[src/rtl/omsp_dma_ctrl.sv]
// rtl/omsp_dma_ctrl.sv - openMSP430 memory-to-memory DMA controller; byte transfers enabled by `OMSP_DMA_BYTE_MODE_EN
module omsp_dma_ctrl #(
  parameter logic [14:0] BASE_ADDR = 15'h0090
) (
  input  logic        mclk,
  input  logic        reset_n,
  input  logic [13:0] per_addr,
  input  logic [15:0] per_din,
  input  logic        per_en,
  input  logic [1:0]  per_we,
  output logic [15:0] per_dout,
  input  logic        dbg_freeze,
  output logic [14:0] dma_addr,
  output logic [15:0] dma_din,
  output logic        dma_en,
  output logic [1:0]  dma_we,
  output logic        dma_priority,
  input  logic [15:0] dma_dout,
  input  logic        dma_ready,
  input  logic        dma_resp,
  output logic        irq_dma
);

  typedef enum logic [1:0] {IDLE, RD, RDCAP, WR} state_t;
  state_t state;

  logic        ie, src_inc, dst_inc, prio, busy, done, err, abort_pend;
  logic        byte_mode;
  logic [15:0] src_reg, dst_reg, cnt_reg;
  logic [15:0] src_w, dst_w, remain;

  logic        reg_sel, ctrl_wr_lo, ctrl_wr_hi, start_req, abort_req, halt;
  logic [2:0]  reg_off;
  logic [15:0] step, src_next, dst_next;
  logic [7:0]  rd_byte;
  logic        unused_bits;

  assign reg_sel    = per_en && (per_addr[13:3] == BASE_ADDR[14:4]);
  assign reg_off    = per_addr[2:0];
  assign ctrl_wr_lo = reg_sel && (reg_off == 3'd0) && per_we[0];
  assign ctrl_wr_hi = reg_sel && (reg_off == 3'd0) && per_we[1];
  assign start_req  = ctrl_wr_lo && per_din[0];
  assign abort_req  = ctrl_wr_lo && per_din[6];
  assign halt       = abort_pend || abort_req;

  assign step     = byte_mode ? 16'd1 : 16'd2;
  assign src_next = src_w + (src_inc ? step : 16'd0);
  assign dst_next = dst_w + (dst_inc ? step : 16'd0);
  assign rd_byte  = src_w[0] ? dma_dout[15:8] : dma_dout[7:0];

  assign dma_priority = dma_en & prio;
  assign irq_dma      = ie & (done | err);
  assign unused_bits  = ^{per_din[15:11], per_din[8:7], per_din[4]};

`ifdef OMSP_DMA_BYTE_MODE_EN
  logic byte_q;
  always_ff @(posedge mclk or negedge reset_n) begin
    if (!reset_n)        byte_q <= 1'b0;
    else if (ctrl_wr_lo) byte_q <= per_din[4];
  end
  assign byte_mode = byte_q;
`else
  assign byte_mode = 1'b0;
`endif

  function automatic logic [15:0] wmerge(input logic [15:0] old, input logic [15:0] d,
                                         input logic [1:0] we);
    wmerge = {we[1] ? d[15:8] : old[15:8], we[0] ? d[7:0] : old[7:0]};
  endfunction

  always_comb begin
    per_dout = 16'h0000;
    if (reg_sel) begin
      case (reg_off)
        3'd0:    per_dout = {5'b0, err, done, busy, 2'b00, prio, byte_mode, dst_inc, src_inc, ie, 1'b0};
        3'd1:    per_dout = src_reg;
        3'd2:    per_dout = dst_reg;
        3'd3:    per_dout = cnt_reg;
        3'd4:    per_dout = remain;
        default: per_dout = 16'h0000;
      endcase
    end
  end

  // Hardware DONE/ERR sets come after the software clears so a same-cycle set wins.
  always_ff @(posedge mclk or negedge reset_n) begin
    if (!reset_n) begin
      state      <= IDLE;
      ie         <= 1'b0;
      src_inc    <= 1'b0;
      dst_inc    <= 1'b0;
      prio       <= 1'b0;
      busy       <= 1'b0;
      done       <= 1'b0;
      err        <= 1'b0;
      abort_pend <= 1'b0;
      src_reg    <= 16'h0000;
      dst_reg    <= 16'h0000;
      cnt_reg    <= 16'h0000;
      src_w      <= 16'h0000;
      dst_w      <= 16'h0000;
      remain     <= 16'h0000;
      dma_en     <= 1'b0;
      dma_we     <= 2'b00;
      dma_addr   <= 15'h0000;
      dma_din    <= 16'h0000;
    end else begin
      if (ctrl_wr_lo) begin
        ie      <= per_din[1];
        src_inc <= per_din[2];
        dst_inc <= per_din[3];
        prio    <= per_din[5];
      end
      if (ctrl_wr_hi) begin
        if (per_din[9])  done <= 1'b0;
        if (per_din[10]) err  <= 1'b0;
      end
      if (reg_sel && !busy) begin
        case (reg_off)
          3'd1:    src_reg <= wmerge(src_reg, per_din, per_we);
          3'd2:    dst_reg <= wmerge(dst_reg, per_din, per_we);
          3'd3:    cnt_reg <= wmerge(cnt_reg, per_din, per_we);
          default: ;
        endcase
      end

      case (state)
        IDLE: begin
          if (start_req) begin
            if (cnt_reg != 16'h0000) begin
              src_w      <= src_reg;
              dst_w      <= dst_reg;
              remain     <= cnt_reg;
              busy       <= 1'b1;
              abort_pend <= 1'b0;
              dma_addr   <= src_reg[15:1];
              dma_we     <= 2'b00;
              dma_en     <= !dbg_freeze;
              state      <= RD;
            end else begin
              done <= 1'b1;
            end
          end
        end

        RD: begin
          if (abort_req) abort_pend <= 1'b1;
          if (!dma_en) begin
            if (halt) begin
              busy  <= 1'b0;
              state <= IDLE;
            end else if (!dbg_freeze) begin
              dma_en <= 1'b1;
            end
          end else if (dma_ready) begin
            dma_en <= 1'b0;
            if (dma_resp) begin
              err   <= 1'b1;
              busy  <= 1'b0;
              state <= IDLE;
            end else if (halt) begin
              busy  <= 1'b0;
              state <= IDLE;
            end else begin
              state <= RDCAP;
            end
          end
        end

        RDCAP: begin
          if (halt) begin
            busy  <= 1'b0;
            state <= IDLE;
          end else begin
            dma_addr <= dst_w[15:1];
            dma_din  <= byte_mode ? {rd_byte, rd_byte} : dma_dout;
            dma_we   <= byte_mode ? (dst_w[0] ? 2'b10 : 2'b01) : 2'b11;
            dma_en   <= !dbg_freeze;
            state    <= WR;
          end
        end

        WR: begin
          if (abort_req) abort_pend <= 1'b1;
          if (!dma_en) begin
            if (halt) begin
              busy   <= 1'b0;
              dma_we <= 2'b00;
              state  <= IDLE;
            end else if (!dbg_freeze) begin
              dma_en <= 1'b1;
            end
          end else if (dma_ready) begin
            dma_en <= 1'b0;
            dma_we <= 2'b00;
            if (dma_resp) begin
              err   <= 1'b1;
              busy  <= 1'b0;
              state <= IDLE;
            end else begin
              remain <= remain - 16'd1;
              src_w  <= src_next;
              dst_w  <= dst_next;
              if (halt) begin
                busy  <= 1'b0;
                state <= IDLE;
              end else if (remain == 16'd1) begin
                done  <= 1'b1;
                busy  <= 1'b0;
                state <= IDLE;
              end else begin
                dma_addr <= src_next[15:1];
                dma_en   <= !dbg_freeze;
                state    <= RD;
              end
            end
          end
        end

        default: state <= IDLE;
      endcase
    end
  end

endmodule

[config.mk]
export PLATFORM = sky130hd
export DESIGN_NAME = omsp_dma_ctrl
export DESIGN_NICKNAME = d
export VERILOG_FILES = /design/src/rtl/omsp_dma_ctrl.sv
export SDC_FILE = /design/constraint.sdc
export NUM_CORES = 1
export LEC_CHECK = 0
export BUFFER_PORTS_ARGS = -buffer_cell sky130_fd_sc_hd__buf_2
export CORE_MARGIN = 2
export CORE_UTILIZATION = 53
export CTS_CLUSTER_SIZE = 8
export DETAILED_ROUTE_END_ITERATION = 10
export MAX_ROUTING_LAYER = met4
export PLACE_DENSITY = 0.79
export RECOVER_POWER = 25
export SETUP_SLACK_MARGIN = 0.5
export SKIP_CTS_REPAIR_TIMING = 1
export SYNTH_ARGS = -nofsm -noshare
export SYNTH_HDL_FRONTEND = slang
export SYNTH_SLANG_ARGS = --single-unit
[constraint.sdc]
create_clock -name mclk -period 2.75 [get_ports mclk]
set_clock_uncertainty 0.1 [all_clocks]
set_input_delay 0.275 -clock mclk [delete_from_list [all_inputs] [get_ports mclk]]
set_output_delay 0.275 -clock mclk [all_outputs]
set_load 0.005 [all_outputs]
# After elaboration in Yosys (flattened, before gate mapping)
# Cells that the tools add are included.
# word_totals
ff_bits	140
out_inout_bits	52
word_cells	179
# classes
mux	97
bitwise	4
reduce_logical	31
add_sub_neg	3
n_eq_ne	22
# ops
operator	n
16-bit two-way mux	16
15-bit two-way mux	8
16-bit case mux with 2 select lines	3
16-bit case mux with 5 select lines	1
15-bit case mux with 3 select lines	1
1-bit two-way mux	44
2-bit two-way mux	18
16-bit by 2-bit adder with 16-bit output	2
3-bit AND reduction	7
16-bit by 1-bit == test with 1-bit output, second input constant	1
2-bit inequality test, second input constant	8
16-bit nonzero test	1
16-bit by 1-bit subtractor with 16-bit output, second input constant	1
6-bit AND reduction	2
11-bit by 4-bit == test with 1-bit output, second input constant	1
3-bit inequality test, second input constant	3
9-bit AND reduction	1
1-bit case mux with 4 select lines	2
2-bit case mux with 4 select lines	1
4-bit AND reduction	2
1-bit logical AND	7
3-bit by 2-bit == test with 1-bit output, second input constant	2
2-bit case mux with 3 select lines	1
5-bit inequality test, second input constant	1
other kinds (18)	23

# Longest topological paths before layout
# Gate-level depths: netlist of run 1.
# depth
word_depth	11
ltp_mapped	10
mapped_depth_nobuf	8

# Worst setup path after synthesis of run 1
# Ideal clock, no wire load.
# synth_path
kind	register to register
from	reg remain[1]
to	reg dma_addr[0]
required_ns	2.525
path_buffers	1
path_slack_ns	0.173
path_stages_with_launch	9
arrival_time_ns	2.352
cell_sequence	dfrtp_1 -> inv_1 -> ha_1 -> or4b_2 -> nor4_2 -> nor4_2 -> o221ai_4 -> buf_6 -> mux2_4
# synth_via
elab_chain_cells	3
# synth_rtl
element	line	source
start, declared	30	logic [15:0] src_w, dst_w, remain;
start signal, assigned	133	remain <= cnt_reg;
start signal, assigned	201	remain <= remain - 16'd1;
16-bit by 1-bit == test with 1-bit output	207	end else if (remain == 16'd1) begin
2-bit inequality test (no source line)	-	
9-bit AND reduction (no source line)	-	
end signal, assigned	136	dma_addr <= src_reg[15:1];
end signal, assigned	175	dma_addr <= dst_w[15:1];
end signal, assigned	212	dma_addr <= src_next[15:1];
end, declared	13	output logic [14:0] dma_addr,
# No other way between the ends.
# A chain may end at the register's enable or synchronous reset.

# Final worst setup path of run 1
# layout_path
from	reg remain[2]
to	reg dma_addr[13]
# Same word-level chain as after synthesis.

==> flow_results.org, run 1 <==
** Outcome
- Run status :: finished with violations
- Violated checks :: max-capacitance violations, max-slew violations

** Layout
- In the final layout, the share of cells above drive strength 1 is roughly 42%.
- Post-layout nets :: 984
- Most common cell after layout, fill and taps aside :: dfrtp_1
- Relative to the synthesized area, the layout overhead comes to 34.30%.
- Once layout is complete, the cells apart from fillers number 1112.
- Cells fill roughly three quarters of the core in the end.
- The top cell types in the final layout, fill and taps aside, are dfrtp_1 (132), buf_2 (104), mux2_2 (73), nor2_1 (53), buf_4 (46).
- Filler instances :: slightly below 900
- 0 antenna diodes ended up in the layout.

** Die
- The die covers between 15000 and 20000 µm².
- Die span in x :: ~120 µm
- The floorplan has 43 rows.
- Starting Density :: a little over half
- After floorplanning, the core was sized to cover 13990 µm².
- IO Count :: between 100 and 150
- The die is about 120 µm tall.

** Critical path
- At the worst endpoint, the required time is roughly 3.0 ns.
- Reg-to-reg endpoint :: dma_addr[13]$_DFFE_PN0P_
- R2R Setup Slk :: ~0.19 ns
- Data arrival time of the critical path :: 2.78 ns
- Critical path class :: flip-flop to flip-flop
- Endpoint class of the critical path :: flip-flop
- STA classifies the critical path startpoint as a flip-flop.
- The worst register-to-register path begins at remain[2]$_DFFE_PN0P_.
- Along the worst path, the maximum fanout reaches 7.
- Logic depth of the worst register-to-register path :: 7

** Logic synthesis
- In the synthesized netlist the async set-or-reset flop fraction comes to between 90% and 100%.
- The most used flip-flop cell after synthesis is dfrtp_1.
- Register area share after synthesis :: roughly 45%
- Yosys warnings :: 0
- Post-synth EDFFs :: 0
- Net count after synthesis :: a little over 800
- In this run, distinct cell masters in the synthesized netlist total a little under 70.
- Number of instances in the synthesized netlist :: 744
- The synthesized netlist occupies a cell area of between 7000 and 8000 µm².
- Register bit count reported by yosys :: 137
- Mean cell area of the mapped netlist :: around 10 µm²

** Hold path
- The worst hold path was traced through 2 stages.
- Hold Startpoint :: per_din[15]
- Min-Delay Path Class :: primary input to flip-flop
- Worst min-delay path endpoint :: src_reg[15]$_DFFE_PN0P_

** Routing
- Final wirelength :: about 26000 µm
- For this run, the detailed router's first-pass iteration total came to 8.
- After detailed routing, the average wire length per cell comes to roughly 24 µm.
- For this run, design rule violations remaining after detail routing come to 0.
- Number of vias per cell after detailed routing :: a little under 7
- Residual antenna-violating net count after detailed routing :: 0
- The routed layout has around 7600 vias.
- Initial detailed-routing violation count :: 1028

** STA
- Transition time of the tightest slew-check pin :: about 1.7 ns
- Final cycle utilization of the critical path :: between 90% and 100%
- Setup repair after global routing could not meet its margin everywhere.
- Setup violators final :: 0
- Hold Violations, Final :: 0
- The tightest hold path in the finished design has a slack of 0.002979 ns.
- After layout, the worst setup slack is between 0.15 and 0.2 ns.
- Sum Neg Setup Slack :: 0 ns
- Static timing analysis puts the maximum clock frequency at just under 0.4 GHz.
- Measured against its own limit, the worst slew margin works out to -15.47%.
- The clock period could shrink to approximately 2.6 ns.
- The number of pins exceeding their max-slew limit in the final report was 62.

** CTS
- TritonCTS created 17 clock buffers.
- CTS saw between 100 and 150 sinks.
- The root buffer cell chosen for the clock tree is clkbuf_16.
- H-Tree Depth :: 4
- Clock tree from TritonCTS :: done
- Worst skew pair latency :: 0.44 ns
- Worst-case clock buffer depth :: 2
- Clock-pin slew was measured on the worst setup and hold paths at 0.06 ns.

** GRT
- Overall track demand over capacity in global routing :: 30.03%
- Total global routing overflow :: 0
- The first global-routing pass estimated roughly 34000 µm of wire.
- Vias in the first global route :: between 6000 and 7000
- Entering global routing, the biggest net connects 63 pins.
- The number of antenna violations at the first check in global routing is 0.

** Placed design
- Placement-stage worst setup slack :: around 0.19 ns
- Number of input and output port buffers inserted :: roughly 110
- # placed instances :: roughly 1000
- Summed over all nets, the half-perimeter wirelength after detailed placement is between 15000 and 20000 µm.
- Final estimated routing congestion in global placement :: a little under 1

** Power and ir drop
- LEAKAGE :: ~0.0045 µW
- IR analysis of the VDD net gives a maximum drop of roughly 0.42 mV.
- Power per Cell Area :: about 440 nW/µm²

** Job
- Max-cap violations in this run came to 1.
## synth_stat cells (6+ instances only)
master,count,area share (%)
ha_1,11,1.8
o21ai_1,6,0.39
xnor2_1,7,0.80
inv_1,12,0.59
mux2i_1,22,2.9
buf_2,7,0.46
a22oi_1,32,3.1
mux2_2,78,11
xor2_1,6,0.69
o21ai_0,46,3.0
nor4_1,8,0.65
mux2_4,10,2.0
o22ai_1,11,0.90
nand3_1,26,1.7
nand2_1,51,2.5
nand4_1,11,0.90
dfrtp_1,137,45
or3_1,6,0.49
a21oi_1,26,1.7
o32ai_1,14,1.6
a221oi_1,7,0.80
clkbuf_1,31,1.5
o221a_2,6,0.88
nor3_1,30,2.0
nor2_1,56,2.7
## power breakdown
group / internal, µW / total (µW) / switching [µW]
Combinational: 108 / 254 / 145
Clock: 1250 / 2200 / 953
Sequential: 2040 / 2060 / 23.4
## metrics by stage
| step | total power (µW) | cell area, µm² |
|---|---|---|
| floorplan | 2159 | 7725 |
| global placement | 2297 | 8632 |
| detailed placement | 2301 | 8632 |
| CTS | 4445 | 9188 |
| global route | 4621 | 10280 |
| finish | 4513 | 10280 |
## cell type report
| type | instances | area [µm²] | area share (%) |
|---|---|---|---|
| well taps | 180 | 225.2 | 2.191 |
| repair buffers | 199 | 1578 | 15.35 |
| clock inverters | 14 | 126.4 | 1.229 |
| multi-input cells | 552 | 4436 | 43.15 |
| clock buffers | 18 | 429.2 | 4.175 |
| inverters | 12 | 50.05 | 0.4869 |
| flip-flops and latches | 137 | 3435 | 33.41 |
## critical path, cell delays in order, from the launching register on
cell       delay, ns
dfrtp_1         0.39
buf_4           0.17
or4b_4          0.56
nor4_4          0.31
nor4_4          0.07
o221ai_4        0.30
clkbuf_16       0.24
mux2_4          0.30
## routing by layer
metal | global-route usage [%] | vias up | routed length, µm
met4 | 11.24 | 0 | 1387
met2 | 45.49 | 615 | 12460
li1 | - | 3161 | -
met5 | - | - | 0
met1 | 39.61 | 3679 | 9663
met3 | 6.822 | 164 | 2779
## how the worst max path moves through the flow
stage / startpoint / end / slack [ns]
5_1_grt: cnt_reg[3]$_DFFE_PN0P_ / remain[14]$_DFFE_PN0P_ / 0.15
4_1_cts: state[0]$_DFFE_PN0P_ / dst_w[14]$_DFFE_PN0P_ / 0.17
3_5_place_dp: state[0]$_DFFE_PN0P_ / dst_w[14]$_DFFE_PN0P_ / 0.19
6_report: remain[2]$_DFFE_PN0P_ / dma_addr[13]$_DFFE_PN0P_ / 0.19
3_3_place_gp: state[0]$_DFFE_PN0P_ / dst_w[14]$_DFFE_PN0P_ / 0.23
2_1_floorplan: remain[4]$_DFFE_PN0P_ / dma_addr[0]$_DFFE_PN0P_ / 0.32
## logic make-up after synthesis
group           Yosys count  synth area share (%)
buf+inv                  55                 3.204
flops                   137                 44.79
fa+ha+maj                11                 1.798
xor+xnor                 13                 1.488
compound gates          187                 16.95
mux                     110                 16.32
simple gates            231                 15.45
(Power assumes the default switching activity.)
==> run 2, diff against run 1 <==
Settings changed: SETUP_SLACK_MARGIN 0.5 to 0.05.
==> run 2 against run 1 <==
  * The run still ends with max-capacitance violations, max-slew violations left
  * Sequential power barely moved
  * Combinational power fell by 9.8%
  * Core utilization fell by 6.5 points
  * Sequential cell count did not move
==> flow_results.org, run 2 (synthesis results as in run 1) <==
** Outcome
- Run status :: finished with violations
- Violated checks :: max-capacitance violations, max-slew violations

** Die
- The effective utilization at floorplan was 54.71% (unchanged).
- Count of standard-cell rows :: 43 (unchanged)
- The width of the chip came to 124.2 µm (unchanged).
- Placeable core region :: 13990 µm² (unchanged)
- Die Y-Extent :: 124.2 µm (unchanged)
- The I/O pin total came to 106 (unchanged).
- The die area was 15420 µm² (unchanged).

** Critical path
- The highest cell delay on the worst timing path was 0.42 ns (-0.14 ns).
- Critical-path top delay cell :: dfrtp_1
- The worst setup path is captured at a flip-flop.
- R2R Setup Slk :: 0.15 ns (-0.04 ns)
- Critical path class :: flip-flop to flip-flop
- Tracing the worst setup path back leads to its startpoint at state[1]$_DFFE_PN0P_.
- Following the worst setup path forward leads to its endpoint at dst_w[14]$_DFFE_PN0P_.
- The length in cells of the worst reg-to-reg path came to 10 (+3).
- CP required :: 2.96 ns (about the same)
- The worst register-to-register path begins at state[1]$_DFFE_PN0P_.
- The critical path depth in cells came to 10 (+3).
- The worst path arrival time came to 2.81 ns (+0.03 ns).
- The worst setup path is launched from a flip-flop.
- Ordered cell list for the critical path :: inv_1 -> ha_2 -> nor4b_2 -> nand2_1 -> o32ai_4 -> buf_12 -> nor2_4 -> buf_12 -> a32o_1 -> a211o_1
- The cell family contributing the most delay on the critical path is compound AO/OA/AOI/OAI gates.
- Worst Path Max Fanout :: 41 (+34)
- Cell type with the highest occurrence count on the critical path :: buf_12
- The worst register-to-register path ends at dst_w[14]$_DFFE_PN0P_.
- Bufs and invs on worst path :: 3 (+1)

** GRT
- Global-route wire length before repair :: 34350 µm (+0.83%)
- Total global routing overflow :: 0 (unchanged)
- The global-route usage over all layers is 30.33% (+0.29 points).
- Number of antenna violations at the first check in global routing :: 0 (unchanged)
- Vias in the first global route :: 6622 (+2.9%)
- The maximum number of pins on one net before global-route repair is 67 (+6.3%).

** Layout
- The library cell used most frequently in the layout, excluding fill and tap cells, is dfrtp_1.
- The filler cell count in the final layout is 1081 (+21%).
- The number of nets in the layout was 945 (-4.0%).
- Ratio of cells with drive above 1 in the final layout :: 31.84% (-10 points)
- The footprint of the multi-input gates was 4049 µm² (-8.7%).
- In the layout the commonest cells are dfrtp_1 (137), buf_2 (96), mux2_2 (78), nor2_1 (56), nand2_1 (51).
- The total inserted antenna cells was 0 (unchanged).
- Relative to the synthesized area, the layout overhead comes to 22.38%.
- Utilization of the core after routing :: 66.96% (-6.5 points)
- Area taken by flip-flops and latches :: 3428 µm² (-0.18%)

** CTS
- CTS placed an instance of clkbuf_16 at the clock tree root.
- The deepest level of the CTS H-tree was 4 (unchanged).
- Clock transition at the register clock pins on the worst setup and hold paths after CTS :: 0.06 ns (about the same)
- TritonCTS built the clock tree.
- The maximum root-to-sink buffer count was 2 (unchanged).
- Num CTS Buffers :: 17 (unchanged)
- The number of clock sinks came to 137 (unchanged).
- The source-to-sink clock delay at the later pin of the worst-skew pair is 0.43 ns (about the same).

** STA
- The number of pins exceeding their max-slew limit in the final report was 66 (+6.5%).
- The final count of negative-setup-slack endpoints came to 0 (unchanged).
- The actual slew at the worst max-slew pin came to 1.730 ns (-0.002414 ns).
- Rel. slew slack :: -15.31% (+0.16 points)
- Achievable frequency :: 0.3840 GHz (-1.6%)
- The final cycle utilization of the critical path came to 94.69% (+1.5 points).
- The total negative setup slack came to 0 ns (unchanged).
- The final count of hold timing violations was 0 (unchanged).
- Setup repair after global routing missed its margin :: false
- Final critical-path required period :: 2.604 ns (+0.04222 ns)

** Routing
- First-pass iteration count of the detailed router :: 5 (-3)
- Number of vias per cell after detailed routing :: 6.356 (-7.2%)
- Residual DRC count :: 0 (unchanged)
- Post-DR wirelength/cell :: 20.31 µm (-14%)
- The total wire length after detailed routing is 21770 µm (-17%).
- Detailed-route via count :: 6814 (-11%)
- Initial detailed-routing violation count :: 616 (-40%)
- The remaining number of nets flagged by the antenna check after routing was 0 (unchanged).

** Power and ir drop
- Maximum ir drop on the vdd rail :: 0.4020 mV (-5.0%)
- LEAKAGE :: 0.004108 µW (-8.7%)
- The total power per unit cell area came to 492.9 nW/µm² (+12%).

** Job
- Max Cap Viol :: 1 (unchanged)

** Placed design
- Final estimated routing congestion in global placement :: 0.9657 (-0.81%)
- HPWL after DPL :: 14710 µm (-2.2%)
- The port buffer count is 105 (unchanged).

** Hold path
- The worst hold path belongs to the class primary input to flip-flop.
## run 2: changes by cell type in the layout (fill, tap and decap cells not counted), moves of 6 or more
cell	previous run	this run
a21oi_1	20	26
a21oi_2	6	0
buf_2	104	96
buf_4	46	34
buf_6	13	1
clkbuf_1	1	11
clkbuf_16	25	17
nand2_1	44	51
nand2_2	6	0
nor3_1	20	29
nor3_2	9	3
o22ai_1	4	11
## run 2: area by class of cell
type	count	area share (%)
Multi-Input combinational cell	552	43.23
Clock buffer	23	5.103
Tap cell	180	2.404
Sequential cell	137	36.60
Timing Repair Buffer	160	10.91
Clock inverter	8	1.269
Inverter	12	0.4809
## run 2: power breakdown
group	internal (µW)	total [µW]	switching [µW]
Clock	1490	2330	843
Combinational	96.2	229	133
Sequential	2040	2060	19.1
Total	3620	4620	995
## run 2: routing by layer
layer  GRT usage, %  vias to the layer above  routed length [µm]
met3          6.731                       66                1839
met2          45.42                      361                9995
li1               -                     3079                   -
met4          13.06                        0                 831
met1          39.82                     3308                9107
met5              -                        -                   0
## run 2: how the worst min path moves through the flow
| stage | start | endpoint | slack (ns) | cells after the start |
|---|---|---|---|---|
| 4_1_cts | reset_n | dma_addr[0]$_DFFE_PN0P_ | -0.22 | 1 |
| 3_5_place_dp | reset_n | dma_addr[0]$_DFFE_PN0P_ | 0.22 | 1 |
| 3_3_place_gp | reset_n | dma_addr[1]$_DFFE_PN0P_ | 0.22 | 1 |
| 5_1_grt | per_din[15] | cnt_reg[15]$_DFFE_PN0P_ | 0.007 | 2 |
| 2_1_floorplan | reset_n | abort_pend$_DFFE_PN0P_ | -0.12 | 0 |
| 6_report | dma_dout[14] | dma_din[14]$_DFFE_PN0P_ | 0.0009 | 2 |
## run 2: stage by stage
stage / cell area, µm² / hold slack [ns] / power (µW) / setup slack, ns / std cells
after CTS: 9175 / -0.2206 / 4612 / 0.03254 / 1056
after global routing: 9366 / 0.007112 / 4750 / 0.03045 / 1072
final: 9366 / 0.0009072 / 4617 / 0.1461 / 1072
after detailed placement: 8578 / 0.2199 / 2300 / 0.1011 / 1025
after global placement: 8578 / 0.2241 / 2296 / 0.09814 / 1025
after floorplan: 7654 / -0.1206 / 2157 / 0.1729 / 744
